## src/rtl/mul_seq_pkg.sv

```systemverilog
// Shared types and sizing for the sequential radix-4 unsigned multiplier.
// Sizing constants describe the default 8-bit build; cnt_width() sizes other widths.
package mul_seq_pkg;

    typedef enum logic [1:0] {
        IDLE = 2'd0,
        CALC = 2'd1,
        DONE = 2'd2
    } state_t;

    localparam int WIDTH_DEF = 8;
    localparam int STEPS     = WIDTH_DEF / 2;
    localparam int CNT_W     = $clog2(STEPS);

    function automatic int cnt_width(input int steps);
        return (steps > 1) ? $clog2(steps) : 1;
    endfunction

endpackage

```

## src/rtl/mul_pp_radix4.sv

```systemverilog
// Radix-4 partial product: selects 0, 1x, 2x or 3x the shifted multiplicand.
// Latency: combinational.
// Backpressure: none, pure datapath.
module mul_pp_radix4 #(
    parameter int WIDTH = 8
) (
    input  logic [2*WIDTH-1:0] mcand,
    input  logic [1:0]         digit,
    output logic [2*WIDTH-1:0] pp
);

    always_comb begin
        pp = '0;
        unique case (digit)
            2'd0:    pp = '0;
            2'd1:    pp = mcand;
            2'd2:    pp = mcand << 1;
            default: pp = mcand + (mcand << 1);
        endcase
    end

endmodule

```

## src/rtl/mul_uint8_seq.sv

```systemverilog
// Sequential unsigned multiplier retiring two multiplier bits per CALC cycle.
// Latency: 1 accept + k CALC steps (k=WIDTH/2, or fewer with EARLY_EXIT) + 1 DONE.
// Backpressure: holds p/ovf in DONE until out_ready; in_ready only in IDLE.
module mul_uint8_seq
    import mul_seq_pkg::*;
#(
    parameter int WIDTH      = 8,
    parameter bit EARLY_EXIT = 1'b1
) (
    input  logic               clk,
    input  logic               rst_n,
    input  logic               in_valid,
    output logic               in_ready,
    input  logic [WIDTH-1:0]   a,
    input  logic [WIDTH-1:0]   b,
    output logic               out_valid,
    input  logic               out_ready,
    output logic [2*WIDTH-1:0] p,
    output logic               ovf,
    output logic               busy
);

    localparam int PW      = 2 * WIDTH;
    localparam int STEPS_P = WIDTH / 2;
    localparam int CNT_WP  = cnt_width(STEPS_P);

    state_t             state;
    logic [PW-1:0]      mcand;
    logic [PW-1:0]      acc;
    logic [PW-1:0]      pp;
    logic [PW-1:0]      acc_nxt;
    logic [WIDTH-1:0]   mplier;
    logic [WIDTH-1:0]   mplier_nxt;
    logic [CNT_WP-1:0]  cnt;
    logic               last_step;

    mul_pp_radix4 #(.WIDTH(WIDTH)) u_pp (
        .mcand (mcand),
        .digit (mplier[1:0]),
        .pp    (pp)
    );

    assign acc_nxt    = acc + pp;
    assign mplier_nxt = mplier >> 2;
    // Early exit looks at the multiplier after this step's shift: nothing left to add.
    assign last_step  = (cnt == CNT_WP'(STEPS_P - 1)) || (EARLY_EXIT && (mplier_nxt == '0));

    always_ff @(posedge clk or negedge rst_n) begin
        if (!rst_n) begin
            state  <= IDLE;
            mcand  <= '0;
            mplier <= '0;
            acc    <= '0;
            cnt    <= '0;
            p      <= '0;
            ovf    <= 1'b0;
        end else begin
            unique case (state)
                IDLE: begin
                    if (in_valid) begin
                        mcand  <= {{WIDTH{1'b0}}, a};
                        mplier <= b;
                        acc    <= '0;
                        cnt    <= '0;
                        state  <= CALC;
                    end
                end
                CALC: begin
                    acc    <= acc_nxt;
                    mcand  <= mcand << 2;
                    mplier <= mplier_nxt;
                    cnt    <= cnt + 1'b1;
                    if (last_step) begin
                        p     <= acc_nxt;
                        ovf   <= |acc_nxt[PW-1:WIDTH];
                        state <= DONE;
                    end
                end
                DONE: begin
                    if (out_ready) begin
                        state <= IDLE;
                    end
                end
                default: state <= IDLE;
            endcase
        end
    end

    assign in_ready  = (state == IDLE);
    assign out_valid = (state == DONE);
    assign busy      = (state != IDLE);

endmodule

```

## config.mk

```make
export PLATFORM = sky130hd
export DESIGN_NAME = mul_uint8_seq
export DESIGN_NICKNAME = d
export VERILOG_FILES = /design/src/rtl/mul_seq_pkg.sv /design/src/rtl/mul_pp_radix4.sv /design/src/rtl/mul_uint8_seq.sv
export SDC_FILE = /design/constraint.sdc
export NUM_CORES = 1
export LEC_CHECK = 0
export BUFFER_PORTS_ARGS = -buffer_cell sky130_fd_sc_hd__buf_2
export CAP_MARGIN = 20
export CORE_MARGIN = 1.5
export CORE_UTILIZATION = 55
export DETAILED_ROUTE_END_ITERATION = 8
export PLACE_DENSITY = 0.76
export SLEW_MARGIN = 20
export SYNTH_ARGS = -nofsm -noshare
export SYNTH_HDL_FRONTEND = slang
export SYNTH_SLANG_ARGS = --single-unit
```

## constraint.sdc

```tcl
create_clock -name clk -period 11.17 [get_ports clk]
set_clock_uncertainty 0.2 [all_clocks]
set_input_delay 1.6755 -clock clk [delete_from_list [all_inputs] [get_ports clk]]
set_output_delay 1.6755 -clock clk [all_outputs]
set_load 0.03 [all_outputs]
```

After elaboration in Yosys (flattened, before gate mapping)

Index checks and enable logic that the tools add are counted.

Mux-type cells: 13
Add/sub/neg operators: 3
Reductions and logical operators: 10
Equal/unequal tests: 8

Operators by type and width:

| cell                | number |
|---|---|
| $pmux 16 s2         | 2 |
| $pmux 16 s3         | 1 |
| $add 16x16->16      | 2 |
| $mux 16             | 2 |
| $pmux 8 s2          | 1 |
| $logic_not 8->1     | 1 |
| $mux 2              | 4 |
| $mux 8              | 1 |
| $reduce_or 8->1     | 1 |
| $eq 2x2->1 const B  | 3 |
| $pmux 2 s3          | 1 |
| $eq 2x1->1 const B  | 2 |
| $logic_not 2->1     | 2 |
| $ne 2x2->1 const B  | 2 |
| $pmux 2 s2          | 1 |
| $reduce_and 2->1    | 2 |
| $reduce_bool 2->1   | 2 |
| $reduce_and 3->1    | 1 |
| $add 2x1->2 const B | 1 |
| $ne 2x1->1 const B  | 1 |
| $logic_or 1x1->1    | 1 |

Input bits: 20
Output and inout port bits: 20
Bits in registers: 61
Logic and storage cells: 41

Longest topological paths before layout

Gate-level depths: netlist of the first run.

Word-level depth: 4
Mapped depth: 19
Mapped depth without buffers: 19

Cells and area by module

Synthesis of the first run repeated with hierarchy kept, for this count alone.

Cell total of the unflattened synthesis: 487
Area total of the unflattened synthesis: 4286.6 um^2

Modules (own cells, without submodules):

| module        | cells each | area an instance (um^2) | times used | seq. area each (um^2) |
|---|---|---|---|---|
| mul_uint8_seq | 346        | 3295.7                  | 1          | 1526.5 |
| mul_pp_radix4 | 141        | 991.0                   | 1          | 0.0 |

Least setup slack after synthesis of the first run

Ideal clock, no wire load.

Path kind: reg-to-reg
Start: register mcand[1]
End: register acc[15]
Buffers on the path: 0
Library setup time: 0.118 ns
Arrival: 3.993 ns
Period minus slack after synthesis: 4.311 ns
Slack: 6.859 ns
Required time: 10.852 ns
Cell stages (with the launch flop): 20
Cells stage by stage: dfrtp_1 ha_1 a21o_1 a21oi_1 o21bai_1 a31oi_1 o211a_1 nor2b_1 xnor2_1 mux2_2 a22o_1 ha_1 a21o_1 a21o_1 a21o_1 a221o_1 a21oi_1 o31ai_1 a31o_1 a21o_1

Longest elaborated chain between the ends: 4

Ends and longest elaborated chain:

| what                   | RTL line            | RTL |
|---|---|---|
| start, declared        | mul_uint8_seq.sv:28 | `logic [PW-1:0] mcand;` |
| start signal, assigned | mul_uint8_seq.sv:61 | `mcand <= {{WIDTH{1'b0}}, a};` |
| start signal, assigned | mul_uint8_seq.sv:70 | `mcand <= mcand << 2;` |
| $add 16x16->16         | mul_pp_radix4.sv:18 | `default: pp = mcand + (mcand << 1);` |
| $pmux 16 s3 (*)        | mul_pp_radix4.sv:14 | `unique case (digit)` |
| $add 16x16->16 (*)     | mul_uint8_seq.sv:43 | `assign acc_nxt = acc + pp;` |
| $pmux 16 s2 (*)        | mul_uint8_seq.sv:58 | `unique case (state)` |
| end signal, assigned   | mul_uint8_seq.sv:69 | `acc <= acc_nxt;` |
| end, declared          | mul_uint8_seq.sv:29 | `logic [PW-1:0] acc;` |

Every way passes the cells marked *; elsewhere a longest branch is shown, timed or not.
A chain may end at the register's enable or synchronous reset.

Worst setup path in the final report of the first run

Start: register mplier[0]
End: register ovf

Longest elaborated chain between the ends: 4
Elaborated cells between the ends (all ways): 6
Those cells by class: add/sub (1); eq/ne (2); mux (1); reduce/logical (2)

Ends and longest elaborated chain:

| what                               | RTL line            | RTL |
|---|---|---|
| start, declared                    | mul_uint8_seq.sv:32 | `logic [WIDTH-1:0] mplier;` |
| start signal, assigned             | mul_uint8_seq.sv:71 | `mplier <= mplier_nxt;` |
| $eq 2x2->1 (tied with other cells) | mul_pp_radix4.sv:14 |  |
| $pmux 16 s3 (*)                    | mul_pp_radix4.sv:14 |  |
| $add 16x16->16 (*)                 | mul_uint8_seq.sv:43 |  |
| $reduce_or 8->1 (*)                | mul_uint8_seq.sv:75 | `ovf <= \|acc_nxt[PW-1:WIDTH];` |
| end signal, assigned               | mul_uint8_seq.sv:75 |  |
| end, declared                      | mul_uint8_seq.sv:19 | `output logic ovf,` |

Marked as above.

==> results.tsv, run 1 <==
metric	value	unit
htreeDepth	3	
start_kind	register	
io_pins	40	
drt-vias-per-instance	6.06	
p_leak	2.26	nW
grt_overflow_total	0	
clockRootBuffer	clkbuf_8	
setup-violations-final	0	
tns	0	ns
post_cts_resized	0	
cts-buffers-inserted	9	
die_w	89.4	um
slew_violations	0	
post_drt_wl_per_cell	16.4	um
ys_seq_area_share	37.1	%
peakVddDrop	0.174	mV
postSynthCellCount	415	
drt_pass1_iterations	4	
post_cts_buffers	0	
ys_ff_latch	61	
reg2reg_depth	12	
crit_path_max_incr_delay	0.87	ns
start_util	56.7	%
path_clk_slew	0.07	ns
p_per_area	313	nW/um2
period_needed	4.90	ns
port_buffers	39	
grt_pass1_wl	15400	um
antenna_found_initial	0	
hold_class	register to register	
syn_to_final_growth	11.7	%
fill_cells	639	
finalHoldViolCount	0	
cp_cell_sequence	nor2b_1, a22o_1, ha_1, a211oi_1, nor2_1, or4_1, a2111oi_0, a211o_1, o21ai_1, a2111oi_1, nor4_1, a31oi_1	
yosysUniqueCellTypes	58	
rsz0062_at_grt	false	
yosys_warnings	0	
criticalPathCategory	register to register	
dieArea	8000	um2
layout.nets	504	
gp_congestion	0.864	
cp.required	11.23	ns
p_int	0.772	mW
switching_power	0.664	mW
ant_nets	0	
drc_errors	0	
synth_area	4110	um2
clock_sinks	61	
layout-drive-gt1-share	19.2	%
via_count	3352	
maxCapViolations	0	
tightestPinTransition	0.849	ns
dp_hpwl	6380	um
crit_cells	12	
grtUsageTotal	25.3	%
synth_edf_count	0	
antennaDiodeCount	0	
worst-path-buf-inv	0	
holdPathStages	2	
arrival	4.96	ns
syn_nets	469	
die_y	89.4	um
path_delay_family	compound AO/OA/AOI/OAI gates	
num_rows	31	
routed_wl	9070	um
clk_latency	0.34	ns
grt_max_degree	62	
combPwrFrac	56.6	%
outcome	complete, no violations	
critPathMaxFanout	27	
relSlewSlack	43.3	%
seqPwrFrac	29.3	%
dominantRegCellSynth	dfrtp_1	
fin_crit_sh	43.9	%
cp_slowest_cell	dfrtp_1	
clock_power_share	14.1	%
end_kind	register	
timing.fmax	204	MHz
swShare	46.2	%
hold_slack	0.297	ns
clockBufferDepth	2	
cts_hold_buffers	0	
async_flop_share	100	%
cts_tree	done	
core_area	7250	um2
grt_pass1_vias	3299	
drtIter0Drc	178	
synth.avg_cell_area	9.90	um2
## worst paths after layout
path,startpoint,endpoint,slack (ns)
setup / recovery,mplier[0],ovf,6.27
hold / removal,acc[8],acc[8],0.30
setup reg to reg,mplier[0],ovf,6.27
hold reg to reg,acc[8],acc[8],0.30
max in group asynchronous,rst_n,acc[9],8.96
min in group asynchronous,rst_n,mcand[13],1.27
## cell type report
type | instances | area (um2) | area share, %
clock buffers | 11 | 151 | 3.30
multi-input cells | 325 | 2480 | 54.0
clock inverters | 4 | 47.5 | 1.04
well taps | 99 | 124 | 2.70
repair buffers | 43 | 225 | 4.90
inverters | 10 | 37.5 | 0.817
flip-flops and latches | 61 | 1530 | 33.2
## routing by layer
metal	vias up	part of all wire, %	routed length [um]	global-route usage [%]
met4	0	2.7	249	11.5
met1	1624	44	4000	31.6
met2	77	49	4420	42.2
li1	1629	-	-	-
met5	-	0	0	0
met3	22	4.3	390	5.17
## metrics by stage
stage	instances	util (%)	instance area, um2	setup slack [ns]	power (mW)
2_1_floorplan	415	-	4110	6.86	1.04
3_5_place_dp	538	60.6	4390	6.35	1.23
4_1_cts	553	63.3	4590	6.31	1.44
3_3_place_gp	538	60.6	4390	6.59	1.21
6_report	553	63.3	4590	6.27	1.44
5_1_grt	553	63.3	4590	5.83	1.56
## state kept, by name, indices dropped and copies added, names as in the netlist
name    count
ovf         1
mcand      16
acc        16
p          16
state       2
cnt         2
mplier      8
## cell usage in the layout (no fill, tap or decap), types with 10 or more instances in the layout
| cell | Yosys | final |
|---|---|---|
| inv_1 | 10 | 10 |
| a22o_1 | 33 | 33 |
| dfrtp_1 | 61 | 61 |
| clkbuf_8 | 0 | 11 |
| buf_2 | 1 | 39 |
| a21oi_1 | 30 | 30 |
| o21ai_0 | 33 | 33 |
| nor2b_1 | 13 | 12 |
| nor2_1 | 17 | 17 |
| nand2_1 | 27 | 27 |
| ha_1 | 32 | 32 |
| mux2_2 | 18 | 18 |
| a21o_1 | 10 | 10 |
| xnor2_1 | 13 | 13 |
## power by group through the flow
stage	Sequential [mW]	Clock, mW	Combinational (mW)
2_1_floorplan	0.416	0	0.625
5_1_grt	0.439	0.213	0.906
3_3_place_gp	0.419	0	0.786
3_5_place_dp	0.424	0	0.808
4_1_cts	0.421	0.205	0.813
6_report	0.421	0.202	0.813
## logic make-up (layout without fill, tap and decap cells)
logic type	after synthesis	in the layout	synth area share (%)
AOI/OAI and AO/OA	146	146	25.4
and+or+nand+nor	101	101	13.1
DFF	61	61	37.1
adders and majority gates	34	34	10.7
buffers and inverters	29	68	2.68
muxes	24	24	6.39
xor gates and xnor gates	20	20	4.60
## cell usage after synthesis (6+ instances only)
master / n / area share, %
clkbuf_1: 18 / 1.6
and3b_1: 6 / 1.3
nor2b_1: 13 / 2.0
inv_1: 10 / 0.91
ha_1: 32 / 9.7
o21ai_0: 33 / 4.0
mux2i_1: 6 / 1.5
a22o_1: 33 / 7.0
xnor2_1: 13 / 2.8
dfrtp_1: 61 / 37
a21oi_1: 30 / 3.7
mux2_2: 18 / 4.9
xor2_1: 6 / 1.3
a21o_1: 10 / 1.8
nand3_1: 6 / 0.73
nor2_1: 17 / 1.6
nand2b_1: 7 / 1.1
nand2_1: 27 / 2.5
## worst min-delay path, delay by kind of cell, from the launching register on
family	cells	cell delay (ns)
flops	1	0.35
simple gates	1	0.05
compound gates	1	0.06
Power figures use the tool's default switching activity.
==> inputs of run 2 (changes only) <==
--- a/config.mk
+++ b/config.mk
@@ -8,9 +8,9 @@
 export BUFFER_PORTS_ARGS = -buffer_cell sky130_fd_sc_hd__buf_2
 export CAP_MARGIN = 20
 export CORE_MARGIN = 1.5
-export CORE_UTILIZATION = 55
+export CORE_UTILIZATION = 54
 export DETAILED_ROUTE_END_ITERATION = 8
-export PLACE_DENSITY = 0.76
+export PLACE_DENSITY = 0.78
 export SLEW_MARGIN = 20
 export SYNTH_ARGS = -nofsm -noshare
 export SYNTH_HDL_FRONTEND = slang
==> constraint.sdc (replaced) <==
create_clock -name clk -period 4.3 [get_ports clk]
set_clock_uncertainty 0.2 [all_clocks]
set_input_delay 0.645 -clock clk [delete_from_list [all_inputs] [get_ports clk]]
set_output_delay 0.645 -clock clk [all_outputs]
set_load 0.03 [all_outputs]
==> run 2 against run 1 <==
Sequential power grew 150%. Routed wire length grew 14%. Critical path type unchanged. Total power grew to 3.0 times the previous value. Count of clock-buffer cells in the layout shrank 2. Flip-flop and latch count is the same. Die area grew 1.8%. Clock power grew to 2.6 times the previous value. Combinational power grew to 3.4 times the previous value. Register-to-register slack lost 6.4 ns. The run now ends with setup timing left. Hold slack lost 0.20 ns. Critical endpoint is now acc[15]. Fmax grew 9.4%.
==> results.tsv, run 2 (synthesis results as in run 1) <==
metric	value	unit
setup-violations-final	3	
grt_max_degree	36	
endpoint	acc[15]	
violations	setup timing	
drc_errors	0	
grt_pass1_vias	3645	
criticalPathCategory	register to register	
antennaDiodeCount	0	
clock_sinks	61	
cp.required	4.35	ns
antenna_found_initial	0	
reg2reg_from	mcand[1]	
gp_congestion	0.869	
die_y	90.2	um
p_total	4.31	mW
worstSetupStartpoint	mcand[1]	
drt_pass1_iterations	4	
p_leak	2.55	nW
num_rows	31	
io_pins	40	
cts_hold_buffers	0	
path_clk_slew	0.07	ns
final_cell_mix	dfrtp_1 (61), buf_4 (47), buf_2 (39)	
start_util	56.4	%
start_kind	register	
rsz0062_at_grt	true	
relSlewSlack	41.7	%
port_buffers	39	
layout_commonest_cell	dfrtp_1	
layout.nets	551	
dp_hpwl	7130	um
p_per_area	832	nW/um2
ant_nets	0	
fill_cells	541	
routed_wl	10300	um
htreeDepth	3	
finalHoldViolCount	0	
timing.rr.end	acc[15]	
timing.fmax	223	MHz
layout-drive-gt1-share	34.1	%
core_area	7290	um2
post_drt_wl_per_cell	17.2	um
tns	-0.381	ns
period_needed	4.48	ns
hold_class	input pin to async pin	
drt-vias-per-instance	6.05	
clockBufferDepth	2	
reg2reg_slack	-0.18	ns
die_w	90.2	um
fin_crit_sh	104	%
cts_tree	done	
critPathMaxFanout	4	
maxCapViolations	0	
via_count	3636	
syn_to_final_growth	26.0	%
clockRootBuffer	clkbuf_8	
end_kind	register	
reg_top3	acc x16, mcand x16, p x16	
dieArea	8140	um2
outcome	finished, violations left	
grt_overflow_total	0	
layout_setup_ws	-0.179	ns
arrival	4.53	ns
tightestPinTransition	0.872	ns
peakVddDrop	0.451	mV
cts-buffers-inserted	9	
clk_latency	0.35	ns
slew_violations	0	
grt_pass1_wl	17000	um
reg2reg_depth	19	
drtIter0Drc	210	
grtUsageTotal	26.3	%
==> run 2: cell types whose count changed in the layout (fill, tap and decap cells not counted), moves of 4 or more <==
cell and change:
a21oi_1 -5, a21oi_2 +5, buf_4 +43, buf_6 +4
ha_1 -5, o21ai_0 -7, o21ai_2 +6
==> run 2: critical path, stage by stage, from the launching register on <==
cell	delay (ns)
dfrtp_1	0.42
ha_1	0.30
a21o_1	0.21
a21oi_2	0.16
o21bai_1	0.11
a31oi_1	0.22
o211a_1	0.21
nor2b_4	0.16
xnor2_2	0.08
mux2_4	0.27
a22o_1	0.22
ha_1	0.30
a21o_1	0.17
a21o_1	0.15
a21o_1	0.15
a221o_1	0.32
a21oi_2	0.21
o31ai_2	0.11
a31o_1	0.23
a21o_1	0.15
==> run 2: metal layers <==
metal | wire, um | track usage [%] | vias up
li1 | - | - | 1720
met1 | 4260 | 31.5 | 1774
met2 | 5120 | 44.4 | 106
met3 | 553 | 6.60 | 36
met4 | 382 | 11.8 | 0
met5 | 0 | 0 | -
==> run 2: worst min-delay path by stage <==
stage	slack, ns	to	from
2_1_floorplan	0.15	acc[0]	rst_n
3_3_place_gp	0.27	acc[9]	acc[9]
3_5_place_dp	0.28	acc[9]	acc[9]
4_1_cts	0.10	mcand[15]	rst_n
5_1_grt	0.14	mcand[15]	rst_n
6_report	0.09	mcand[15]	rst_n
==> run 2: timing repair <==
item                                    4_1_cts  5_1_grt
endpoints found under the setup margin        9       12
hold endpoints to repair                      0        0
pin swaps                                    11       29
gates resized for setup                      19       33
setup buffers                                 3        7
==> run 2: layout make-up <==
cell class / instances / area [um2] / area share (%)
sequential: 61 / 1530 / 29.5
timing repair buffer: 90 / 593 / 11.5
clock inverter: 7 / 76.3 / 1.47
multi-input combinational: 325 / 2700 / 52.1
tap: 99 / 124 / 2.39
inverter: 10 / 37.5 / 0.725
clock buffer: 9 / 124 / 2.39
==> run 2: stage by stage <==
stage | area (um2) | util [%] | setup slack [ns] | hold WS, ns | std cells
floorplan | 4110 | - | 0.0405 | 0.149 | 415
global route | 5180 | 71.0 | -0.389 | 0.141 | 601
global placement | 4690 | 64.3 | -0.0641 | 0.271 | 577
finish | 5180 | 71.0 | -0.179 | 0.0950 | 601
detailed placement | 4690 | 64.3 | -0.221 | 0.285 | 577
CTS | 4980 | 68.3 | -0.0985 | 0.101 | 596
==> run 2: where the power goes <==
group          total, mW  leakage, nW  internal (mW)  switching [mW]
logic               2.73         1.66           1.27            1.46
registers           1.05        0.794          0.797           0.257
clock network      0.523       0.0954          0.269           0.255
